===== config.mk =====
export PLATFORM = sky130hd
export DESIGN_NAME = writeback_stage_flat
export DESIGN_NICKNAME = d
export VERILOG_FILES = /design/src/rtl/writeback_stage_pkg.sv /design/src/rtl/writeback_stage_if.sv /design/src/rtl/writeback_stage_load_extend.sv /design/src/rtl/writeback_stage.sv /design/src/flat_wrapper.sv
export SDC_FILE = /design/constraint.sdc
export NUM_CORES = 1
export LEC_CHECK = 0
export CORE_ASPECT_RATIO = 0.7
export CORE_UTILIZATION = 47
export DETAILED_ROUTE_END_ITERATION = 8
export GPL_ROUTABILITY_DRIVEN = 0
export GPL_TIMING_DRIVEN = 0
export HOLD_SLACK_MARGIN = 0.02
export PLACE_DENSITY = 0.95
export SKIP_CTS_REPAIR_TIMING = 1
export SLEW_MARGIN = 20
export SYNTH_ARGS = -nofsm -noshare
export SYNTH_HDL_FRONTEND = slang
export SYNTH_SLANG_ARGS = --single-unit

===== constraint.sdc =====
create_clock -name wb_clk -period 4.92 [get_ports wb_clk]
set_input_delay 0.984 -clock wb_clk [delete_from_list [all_inputs] [get_ports wb_clk]]
set_output_delay 0.984 -clock wb_clk [all_outputs]
set_load 0.05 [all_outputs]

===== src/rtl/writeback_stage_pkg.sv =====
// rtl/writeback_stage_pkg.sv - opcode indices, funct3 load codes and load result type
package writeback_stage_pkg;

  localparam int OPCODE_WIDTH = 11;

  // One-hot opcode bit indices shared with the upstream pipeline stages
  localparam int RTYPE      = 0;
  localparam int ITYPE      = 1;
  localparam int LOAD_WORD  = 2;
  localparam int STORE_WORD = 3;
  localparam int BRANCH     = 4;
  localparam int JAL        = 5;
  localparam int JALR       = 6;
  localparam int LUI        = 7;
  localparam int AUIPC      = 8;
  localparam int SYSTEM     = 9;
  localparam int FENCE      = 10;

  localparam logic [2:0] FUNCT_LB  = 3'b000;
  localparam logic [2:0] FUNCT_LH  = 3'b001;
  localparam logic [2:0] FUNCT_LW  = 3'b010;
  localparam logic [2:0] FUNCT_LBU = 3'b100;
  localparam logic [2:0] FUNCT_LHU = 3'b101;

  typedef struct packed {
    logic [31:0] data;
    logic        misaligned;
  } load_result_t;

endpackage


===== src/rtl/writeback_stage_if.sv =====
// rtl/writeback_stage_if.sv - mem_stage to writeback_stage bus and register-file commit outputs
interface writeback_if
  import writeback_stage_pkg::*;
#(
  parameter int DWIDTH      = 32,
  parameter int AWIDTH      = 5,
  parameter int FUNCT_WIDTH = 3,
  parameter int CNT_WIDTH   = 32
) ();

  logic                    wb_i_ce;
  logic                    wb_i_stall;
  logic                    wb_i_flush;
  logic [OPCODE_WIDTH-1:0] wb_i_opcode;
  logic [FUNCT_WIDTH-1:0]  wb_i_funct3;
  logic [1:0]              wb_i_byte_off;
  logic [DWIDTH-1:0]       wb_i_load_data;
  logic [AWIDTH-1:0]       wb_i_rd_addr;
  logic [DWIDTH-1:0]       wb_i_rd_data;
  logic                    wb_i_rd_we;
  logic [AWIDTH-1:0]       wb_o_rd_addr;
  logic [DWIDTH-1:0]       wb_o_rd_data;
  logic                    wb_o_rd_we;
  logic                    wb_o_misaligned;
  logic [CNT_WIDTH-1:0]    wb_o_retired;
  logic                    wb_o_stall;

  modport master (
    output wb_i_ce, wb_i_stall, wb_i_flush, wb_i_opcode, wb_i_funct3, wb_i_byte_off,
           wb_i_load_data, wb_i_rd_addr, wb_i_rd_data, wb_i_rd_we,
    input  wb_o_rd_addr, wb_o_rd_data, wb_o_rd_we, wb_o_misaligned, wb_o_retired, wb_o_stall
  );

  modport slave (
    input  wb_i_ce, wb_i_stall, wb_i_flush, wb_i_opcode, wb_i_funct3, wb_i_byte_off,
           wb_i_load_data, wb_i_rd_addr, wb_i_rd_data, wb_i_rd_we,
    output wb_o_rd_addr, wb_o_rd_data, wb_o_rd_we, wb_o_misaligned, wb_o_retired, wb_o_stall
  );

endinterface


===== src/rtl/writeback_stage_load_extend.sv =====
// rtl/writeback_stage_load_extend.sv - byte/half/word lane select with sign or zero extension
module writeback_stage_load_extend
  import writeback_stage_pkg::*;
(
  input  logic [2:0]   funct3_i,
  input  logic [1:0]   byte_off_i,
  input  logic [31:0]  word_i,
  output load_result_t result_o
);

  logic [31:0] sel;

  assign sel = word_i >> {byte_off_i, 3'b000};

  always_comb begin
    result_o = '0;
    unique case (funct3_i)
      FUNCT_LB:  result_o.data = {{24{sel[7]}}, sel[7:0]};
      FUNCT_LBU: result_o.data = {24'b0, sel[7:0]};
      FUNCT_LH: begin
        result_o.data       = {{16{sel[15]}}, sel[15:0]};
        result_o.misaligned = (byte_off_i == 2'd3);
      end
      FUNCT_LHU: begin
        result_o.data       = {16'b0, sel[15:0]};
        result_o.misaligned = (byte_off_i == 2'd3);
      end
      FUNCT_LW: begin
        result_o.data       = word_i;
        result_o.misaligned = (byte_off_i != 2'd0);
      end
      // Reserved load encodings are dropped the same way as a misaligned access
      default: result_o.misaligned = 1'b1;
    endcase
  end

endmodule


===== src/rtl/writeback_stage.sv =====
// rtl/writeback_stage.sv - final pipeline stage: load extension, register-file commit, retire counter
module writeback_stage
  import writeback_stage_pkg::*;
#(
  parameter int DWIDTH      = 32,
  parameter int AWIDTH      = 5,
  parameter int FUNCT_WIDTH = 3,
  parameter int CNT_WIDTH   = 32
) (
  input  logic        wb_clk,
  input  logic        wb_rst,
  writeback_if.slave  wb
);

  logic                 accept;
  logic                 is_load;
  logic                 misaligned;
  load_result_t         ld_res;
  logic                 unused_opcode_bits;

  logic [AWIDTH-1:0]    rd_addr_d, rd_addr_q;
  logic [DWIDTH-1:0]    rd_data_d, rd_data_q;
  logic                 rd_we_d, rd_we_q;
  logic                 mis_d, mis_q;
  logic [CNT_WIDTH-1:0] retired_d, retired_q;

  writeback_stage_load_extend u_load_extend (
    .funct3_i   (wb.wb_i_funct3),
    .byte_off_i (wb.wb_i_byte_off),
    .word_i     (wb.wb_i_load_data),
    .result_o   (ld_res)
  );

  assign accept     = wb.wb_i_ce & ~wb.wb_i_stall & ~wb.wb_i_flush;
  assign is_load    = wb.wb_i_opcode[LOAD_WORD];
  assign misaligned = is_load & ld_res.misaligned;
  assign unused_opcode_bits = ^{wb.wb_i_opcode[OPCODE_WIDTH-1:LOAD_WORD+1],
                                wb.wb_i_opcode[LOAD_WORD-1:0]};

  // Stall freezes everything except the strobes, which drop so a held
  // instruction never produces a second write or a stretched pulse.
  always_comb begin
    rd_addr_d = rd_addr_q;
    rd_data_d = rd_data_q;
    retired_d = retired_q;
    rd_we_d   = 1'b0;
    mis_d     = 1'b0;
    if (!wb.wb_i_stall && accept) begin
      rd_addr_d = wb.wb_i_rd_addr;
      rd_data_d = is_load ? ld_res.data : wb.wb_i_rd_data;
      rd_we_d   = wb.wb_i_rd_we & (wb.wb_i_rd_addr != '0) & ~misaligned;
      mis_d     = misaligned;
      retired_d = retired_q + 1'b1;
    end
  end

  always_ff @(posedge wb_clk or negedge wb_rst) begin
    if (!wb_rst) begin
      rd_addr_q <= '0;
      rd_data_q <= '0;
      rd_we_q   <= 1'b0;
      mis_q     <= 1'b0;
      retired_q <= '0;
    end else begin
      rd_addr_q <= rd_addr_d;
      rd_data_q <= rd_data_d;
      rd_we_q   <= rd_we_d;
      mis_q     <= mis_d;
      retired_q <= retired_d;
    end
  end

  assign wb.wb_o_rd_addr    = rd_addr_q;
  assign wb.wb_o_rd_data    = rd_data_q;
  assign wb.wb_o_rd_we      = rd_we_q;
  assign wb.wb_o_misaligned = mis_q;
  assign wb.wb_o_retired    = retired_q;
  assign wb.wb_o_stall      = wb.wb_i_stall;

endmodule

===== src/flat_wrapper.sv =====
// flat-port wrapper written by rule: the top's interface ports become plain ports
module writeback_stage_flat import writeback_stage_pkg::*;
#(
  parameter int DWIDTH      = 32,
  parameter int AWIDTH      = 5,
  parameter int FUNCT_WIDTH = 3,
  parameter int CNT_WIDTH   = 32
)
  (wb_clk, wb_rst, wb_wb_i_ce, wb_wb_i_stall, wb_wb_i_flush, wb_wb_i_opcode, wb_wb_i_funct3, wb_wb_i_byte_off, wb_wb_i_load_data, wb_wb_i_rd_addr, wb_wb_i_rd_data, wb_wb_i_rd_we, wb_wb_o_rd_addr, wb_wb_o_rd_data, wb_wb_o_rd_we, wb_wb_o_misaligned, wb_wb_o_retired, wb_wb_o_stall);
  writeback_if #(.DWIDTH(DWIDTH), .AWIDTH(AWIDTH), .FUNCT_WIDTH(FUNCT_WIDTH), .CNT_WIDTH(CNT_WIDTH)) wb_i ();
  input  logic wb_clk;
  input  logic wb_rst;
  input wire logic [$bits(wb_i.wb_i_ce)-1:0] wb_wb_i_ce;
  input wire logic [$bits(wb_i.wb_i_stall)-1:0] wb_wb_i_stall;
  input wire logic [$bits(wb_i.wb_i_flush)-1:0] wb_wb_i_flush;
  input wire logic [$bits(wb_i.wb_i_opcode)-1:0] wb_wb_i_opcode;
  input wire logic [$bits(wb_i.wb_i_funct3)-1:0] wb_wb_i_funct3;
  input wire logic [$bits(wb_i.wb_i_byte_off)-1:0] wb_wb_i_byte_off;
  input wire logic [$bits(wb_i.wb_i_load_data)-1:0] wb_wb_i_load_data;
  input wire logic [$bits(wb_i.wb_i_rd_addr)-1:0] wb_wb_i_rd_addr;
  input wire logic [$bits(wb_i.wb_i_rd_data)-1:0] wb_wb_i_rd_data;
  input wire logic [$bits(wb_i.wb_i_rd_we)-1:0] wb_wb_i_rd_we;
  output wire logic [$bits(wb_i.wb_o_rd_addr)-1:0] wb_wb_o_rd_addr;
  output wire logic [$bits(wb_i.wb_o_rd_data)-1:0] wb_wb_o_rd_data;
  output wire logic [$bits(wb_i.wb_o_rd_we)-1:0] wb_wb_o_rd_we;
  output wire logic [$bits(wb_i.wb_o_misaligned)-1:0] wb_wb_o_misaligned;
  output wire logic [$bits(wb_i.wb_o_retired)-1:0] wb_wb_o_retired;
  output wire logic [$bits(wb_i.wb_o_stall)-1:0] wb_wb_o_stall;
  assign wb_i.wb_i_ce = wb_wb_i_ce;
  assign wb_i.wb_i_stall = wb_wb_i_stall;
  assign wb_i.wb_i_flush = wb_wb_i_flush;
  assign wb_i.wb_i_opcode = wb_wb_i_opcode;
  assign wb_i.wb_i_funct3 = wb_wb_i_funct3;
  assign wb_i.wb_i_byte_off = wb_wb_i_byte_off;
  assign wb_i.wb_i_load_data = wb_wb_i_load_data;
  assign wb_i.wb_i_rd_addr = wb_wb_i_rd_addr;
  assign wb_i.wb_i_rd_data = wb_wb_i_rd_data;
  assign wb_i.wb_i_rd_we = wb_wb_i_rd_we;
  assign wb_wb_o_rd_addr = wb_i.wb_o_rd_addr;
  assign wb_wb_o_rd_data = wb_i.wb_o_rd_data;
  assign wb_wb_o_rd_we = wb_i.wb_o_rd_we;
  assign wb_wb_o_misaligned = wb_i.wb_o_misaligned;
  assign wb_wb_o_retired = wb_i.wb_o_retired;
  assign wb_wb_o_stall = wb_i.wb_o_stall;
  writeback_stage #(.DWIDTH(DWIDTH), .AWIDTH(AWIDTH), .FUNCT_WIDTH(FUNCT_WIDTH), .CNT_WIDTH(CNT_WIDTH)) u_core (.wb_clk(wb_clk), .wb_rst(wb_rst), .wb(wb_i));
endmodule

# ---- Word level (Yosys, flattened, before mapping)
# Cells that the tools add are included.
dict set report totals {
  reg_bits 71
  output_inout_bits 72
  wordCells 32
}
dict set report op_classes {
  addsub 1
  eq_ne 5
  shifts 1
  muxes 5
  n_bitwise 8
  n_reduce_logical 7
}
# operator count
set ops {}
lappend ops {{32-bit case mux with 5 select lines} 1}
lappend ops {{32-bit by 1-bit adder with 32-bit output, second input constant} 1}
lappend ops {{32-bit two-way mux} 1}
lappend ops {{32-bit by 5-bit right shift with 16-bit output} 1}
lappend ops {{3-bit equality test, second input constant} 2}
lappend ops {{1-bit bitwise AND} 5}
lappend ops {{5-bit nonzero test} 1}
lappend ops {{2-bit OR reduction} 2}
lappend ops {{3-bit by 1-bit equality test with 1-bit output, second input constant} 1}
lappend ops {{3-bit by 2-bit equality test with 1-bit output, second input constant} 1}
lappend ops {{3-bit zero test} 1}
lappend ops {{1-bit inverter} 3}
lappend ops {{1-bit case mux with 3 select lines} 1}
lappend ops {{2-bit equality test, second input constant} 1}
lappend ops {{1-bit two-way mux} 2}
lappend ops {{2-bit nonzero test} 1}
lappend ops {{1-bit logical AND} 1}
lappend ops {{1-bit zero test} 1}

# ---- Depth between registers and ports, before layout
dict set report depth {
  word_depth 7
  depth_mapped 7
}

# ---- By module
# Synthesis repeated with hierarchy kept, for this count alone.
dict set report hier_totals {
  hier_cells 416
  area_unflattened_um2 4072.7
}
# module n_inst cells_per_inst area_each_um2 seq_area_each_um2
set by_module_without_submodules {}
lappend by_module_without_submodules {writeback_stage 1 297 3238.1 1776.7}
lappend by_module_without_submodules {writeback_stage_load_extend 1 119 834.6 0.0}

# ---- Worst setup path after synthesis
# No wires, ideal clock.
dict set report synth_timing {
  kind {input to register}
  startpoint {input wb_wb_i_stall}
  endpoint {register u_core.retired_q[25] (netlist: u_core.wb.wb_o_retired[25])}
  arrival_ns 2.144
  required_ns 4.778
  slack_ns 2.634
  path_stages 5
  path_buffers 1
  path_cell_list {or3b_1 -> buf_6 -> nor4_4 -> nand4_1 -> xnor2_1}
}
dict set report synth_via {
  elab_chain_len 4
}
# element line
set synth_rtl {}
lappend synth_rtl {{from (decl)} flat_wrapper.sv:14} ;# input wire logic [$bits(wb_i.wb_i_stall)-1:0] wb_wb_i_stall;
lappend synth_rtl {{1-bit inverter} writeback_stage.sv:34} ;# assign accept = wb.wb_i_ce & ~wb.wb_i_stall & ~wb.wb_i_flush;
lappend synth_rtl {{1-bit bitwise AND (2 in series)} writeback_stage.sv:34}
lappend synth_rtl {{1-bit logical AND (*)} writeback_stage.sv:48} ;# if (!wb.wb_i_stall && accept) begin
lappend synth_rtl {{to (signal assigned)} writeback_stage.sv:69} ;# retired_q <= retired_d;
lappend synth_rtl {{to (decl)} writeback_stage.sv:25} ;# logic [CNT_WIDTH-1:0] retired_d, retired_q;
# Mark *: on every way between the ends. The rest lies on a longest branch, timed or not.
# A chain may end at the register's enable or synchronous reset.

# ---- Worst setup path in the final report
dict set report layout_timing {
  startpoint {input wb_wb_i_stall}
  endpoint {output wb_wb_o_stall}
}
# element line
set layout_rtl {}
lappend layout_rtl {{to (decl)} flat_wrapper.sv:28} ;# output wire logic [$bits(wb_i.wb_o_stall)-1:0] wb_wb_o_stall;
# No word-level cell between the ends.

==> flow_metrics.env <==
export IMPL_post_synth_top_count_cell="dfrtp_1"
export IMPL_clkTransAtPathRegs_ns=0.06
export IMPL_layout_min_cycle_time_ns=3.43
export IMPL_routedWlPerCell_um=19.9
export IMPL_clock_fmax_mhz=292
export IMPL_clk_path_buf_depth=2
export IMPL_die_w_um=112
export IMPL_worstPathArrival_ns=2.44
export IMPL_finalMaxSlewViolations=0
export IMPL_rows=27
export IMPL_numPortBuffers=151
export IMPL_wirelength_mm=13.8
export IMPL_grt_max_degree=48
export IMPL_clock_sinks=71
export IMPL_synth_top_area_share_pct=45.0
export IMPL_p_leak_nw=2.49
export IMPL_setup_tns_ns=0
export IMPL_cts_made_buffers=9
export IMPL_worst_pin_slew_ns=0.814
export IMPL_synth_cell_types=47
export IMPL_maxCapViolCount=0
export IMPL_dp_hpwl_mm=10.1
export IMPL_hp_class="flop to flop"
export IMPL_vias_per_cell=6.15
export IMPL_clockRootBuffer="clkbuf_16"
export IMPL_yosys_warnings=0
export IMPL_drc=8
export IMPL_drive_above_1_share_pct=8.60
export IMPL_violations="DRC"
export IMPL_ir_drop_v=0.000200
export IMPL_clkLatencyLatePin_ns=0.34
export IMPL_relSlewSlack_pct=45.3
export IMPL_seq_area_frac_synth_pct=45.0
export IMPL_yosys_top_cells_count="71 x dfrtp_1, 41 x a21oi_1, 41 x nand2_1"
export IMPL_dieArea_um2=8780
export IMPL_hold_viol=0
export IMPL_drtAntennaViolNets=0
export IMPL_synth_largest_area_cell="dfrtp_1"
export IMPL_rsz0062_at_grt="no"
export IMPL_critical_path_class="input pin to output port"
export IMPL_worstPathRequired_ns=3.94
export IMPL_finClkSkew_ns=0.00450
export IMPL_grtUsageTotal_pct=32.5
export IMPL_synth_top_cells_by_area="dfrtp_1 45%, xnor2_1 6.2%, a21oi_1 5.2%"
export IMPL_drt_first_iter_violations=450
export IMPL_setup_slack_ns=1.49
export IMPL_fp_dieH_um=78.7
export IMPL_end_kind="output port"
export IMPL_area_growth_pct=50.3
export IMPL_nets=680
export IMPL_pre_cts_ws_ns=1.50
export IMPL_start_util_pct=49.3
export IMPL_overflow=0
export IMPL_timing_final_crit_share_pct=69.7
export IMPL_cp_start_kind="input pin"
export IMPL_synth_cells=425
export IMPL_ys_seq_elements=71
export IMPL_diodes=0
export IMPL_syn_avg_cell_area_um2=9.29
export IMPL_antenna_found_initial=0
export IMPL_path_max_fanout=4
export IMPL_htreeDepth=3
export IMPL_synth_edff_count=0
export IMPL_grt_pass1_vias=4231
export IMPL_rr_worst_depth=5
export IMPL_synthFlopType="dfrtp_1"
export IMPL_grt_pass1_wl_mm=22.1
export IMPL_netlist_area_um2=3950
export IMPL_async_flop_share_pct=100
export IMPL_p_per_area_nw_per_um2=368
export IMPL_dr_pass1_iters=8
export IMPL_vias=4267
export IMPL_coreArea_um2=8010
export IMPL_setup_viol=0
export IMPL_io_pins=163
export IMPL_hold_depth=2
export IMPL_status="complete, but fails checks"
export IMPL_syn_nets=517
export IMPL_cts_tree="done"
## worst paths after layout
kind / slack (ns) / from / end
worst max-delay path: 1.49 / wb_wb_i_stall / wb_wb_o_stall
worst min register to register: 0.47 / u_core.wb.wb_o_rd_addr[2]$_DFFE_PN0P_ / u_core.wb.wb_o_rd_addr[2]$_DFFE_PN0P_
max in group asynchronous: 3.81 / wb_rst / u_core.wb.wb_o_rd_addr[2]$_DFFE_PN0P_
worst min-delay path: 0.47 / u_core.wb.wb_o_rd_addr[2]$_DFFE_PN0P_ / u_core.wb.wb_o_rd_addr[2]$_DFFE_PN0P_
worst max register to register: 2.81 / u_core.wb.wb_o_retired[0]$_DFFE_PN0P_ / u_core.wb.wb_o_retired[30]$_DFFE_PN0P_
min in group asynchronous: 0.56 / wb_rst / u_core.wb.wb_o_rd_data[12]$_DFFE_PN0P_
## through the flow
step	utilization, %	cell area (µm²)	instances	power [W]	hold WS, ns
global route	74.1	5930	694	0.00225	0.503
finish	74.1	5930	694	0.00218	0.475
floorplan	-	3950	425	0.00115	0.688
CTS	74.1	5930	694	0.00218	0.476
global placement	69.8	5590	677	0.00144	0.461
detailed placement	70.1	5610	678	0.00146	0.462
## worst max-delay path: stages
cell and delay (ns):
clkdlybuf4s50_1 0.54, buf_4 0.13, clkdlybuf4s50_1 0.79
## cell usage in the layout, fill, tap and decap left out, drive strengths merged, types with 3 or more instances in the layout
| cell type | count |
|---|---|
| clkdlybuf4s50 | 150 |
| dfrtp | 71 |
| nand2 | 41 |
| a21oi | 41 |
| o21ai | 40 |
| xnor2 | 28 |
| nor2 | 20 |
| inv | 20 |
| clkbuf | 20 |
| buf | 19 |
| o22ai | 16 |
| a22oi | 15 |
| nand3 | 14 |
| nand4 | 12 |
| nor2b | 9 |
| mux2 | 8 |
| o2bb2ai | 7 |
| o31a | 7 |
| o211a | 7 |
| nor3 | 7 |
| and4 | 4 |
| and3 | 4 |
| nand3b | 3 |
| xor2 | 3 |
| nor4 | 3 |
## routing by layer
layer / global-route usage (%) / share of wire [%] / vias to the layer above
li1: - / - / 1866
met3: 7.95 / 9.3 / 45
met2: 53.5 / 47 / 301
met5: 0 / 0 / -
met4: 13.8 / 3.3 / 0
met1: 41.2 / 40 / 2055
## flip-flops by register name, indices dropped and copies added (netlist names)
name and cells:
u_core.wb.wb_o_rd_data 32, u_core.wb.wb_o_misaligned 1, u_core.wb.wb_o_rd_we 1, u_core.wb.wb_o_rd_addr 5, u_core.wb.wb_o_retired 32
## final cells by class
cell class	instances	area [µm²]
Multi-Input combinational cell	309	1960
Clock buffer	10	229
Timing Repair Buffer	152	1540
Tap cell	101	126
Buffer	27	139
Sequential cell	71	1780
Clock inverter	6	92.6
Inverter	18	67.6
Fill cell	521	2070
## kinds of logic (layout without fill, tap and decap cells)
group,after synthesis,count (layout),share of synthesized area [%]
DFF,71,71,45.0
and+or+nand+nor,126,126,17.1
muxes,10,10,3.11
AOI/OAI and AO/OA,141,141,22.4
xor gates and xnor gates,31,31,6.88
adders and majority gates,1,1,0.317
buffers and inverters,45,213,5.23
## power by group
group	total (W)	switching [W]	internal, W
clock network	0.000713	0.000266	0.000448
registers	0.000728	0.0000674	0.000660
logic	0.000743	0.000469	0.000273
total	0.00218	0.000803	0.00138
Note: power is estimated with default switching activity, not from simulation.
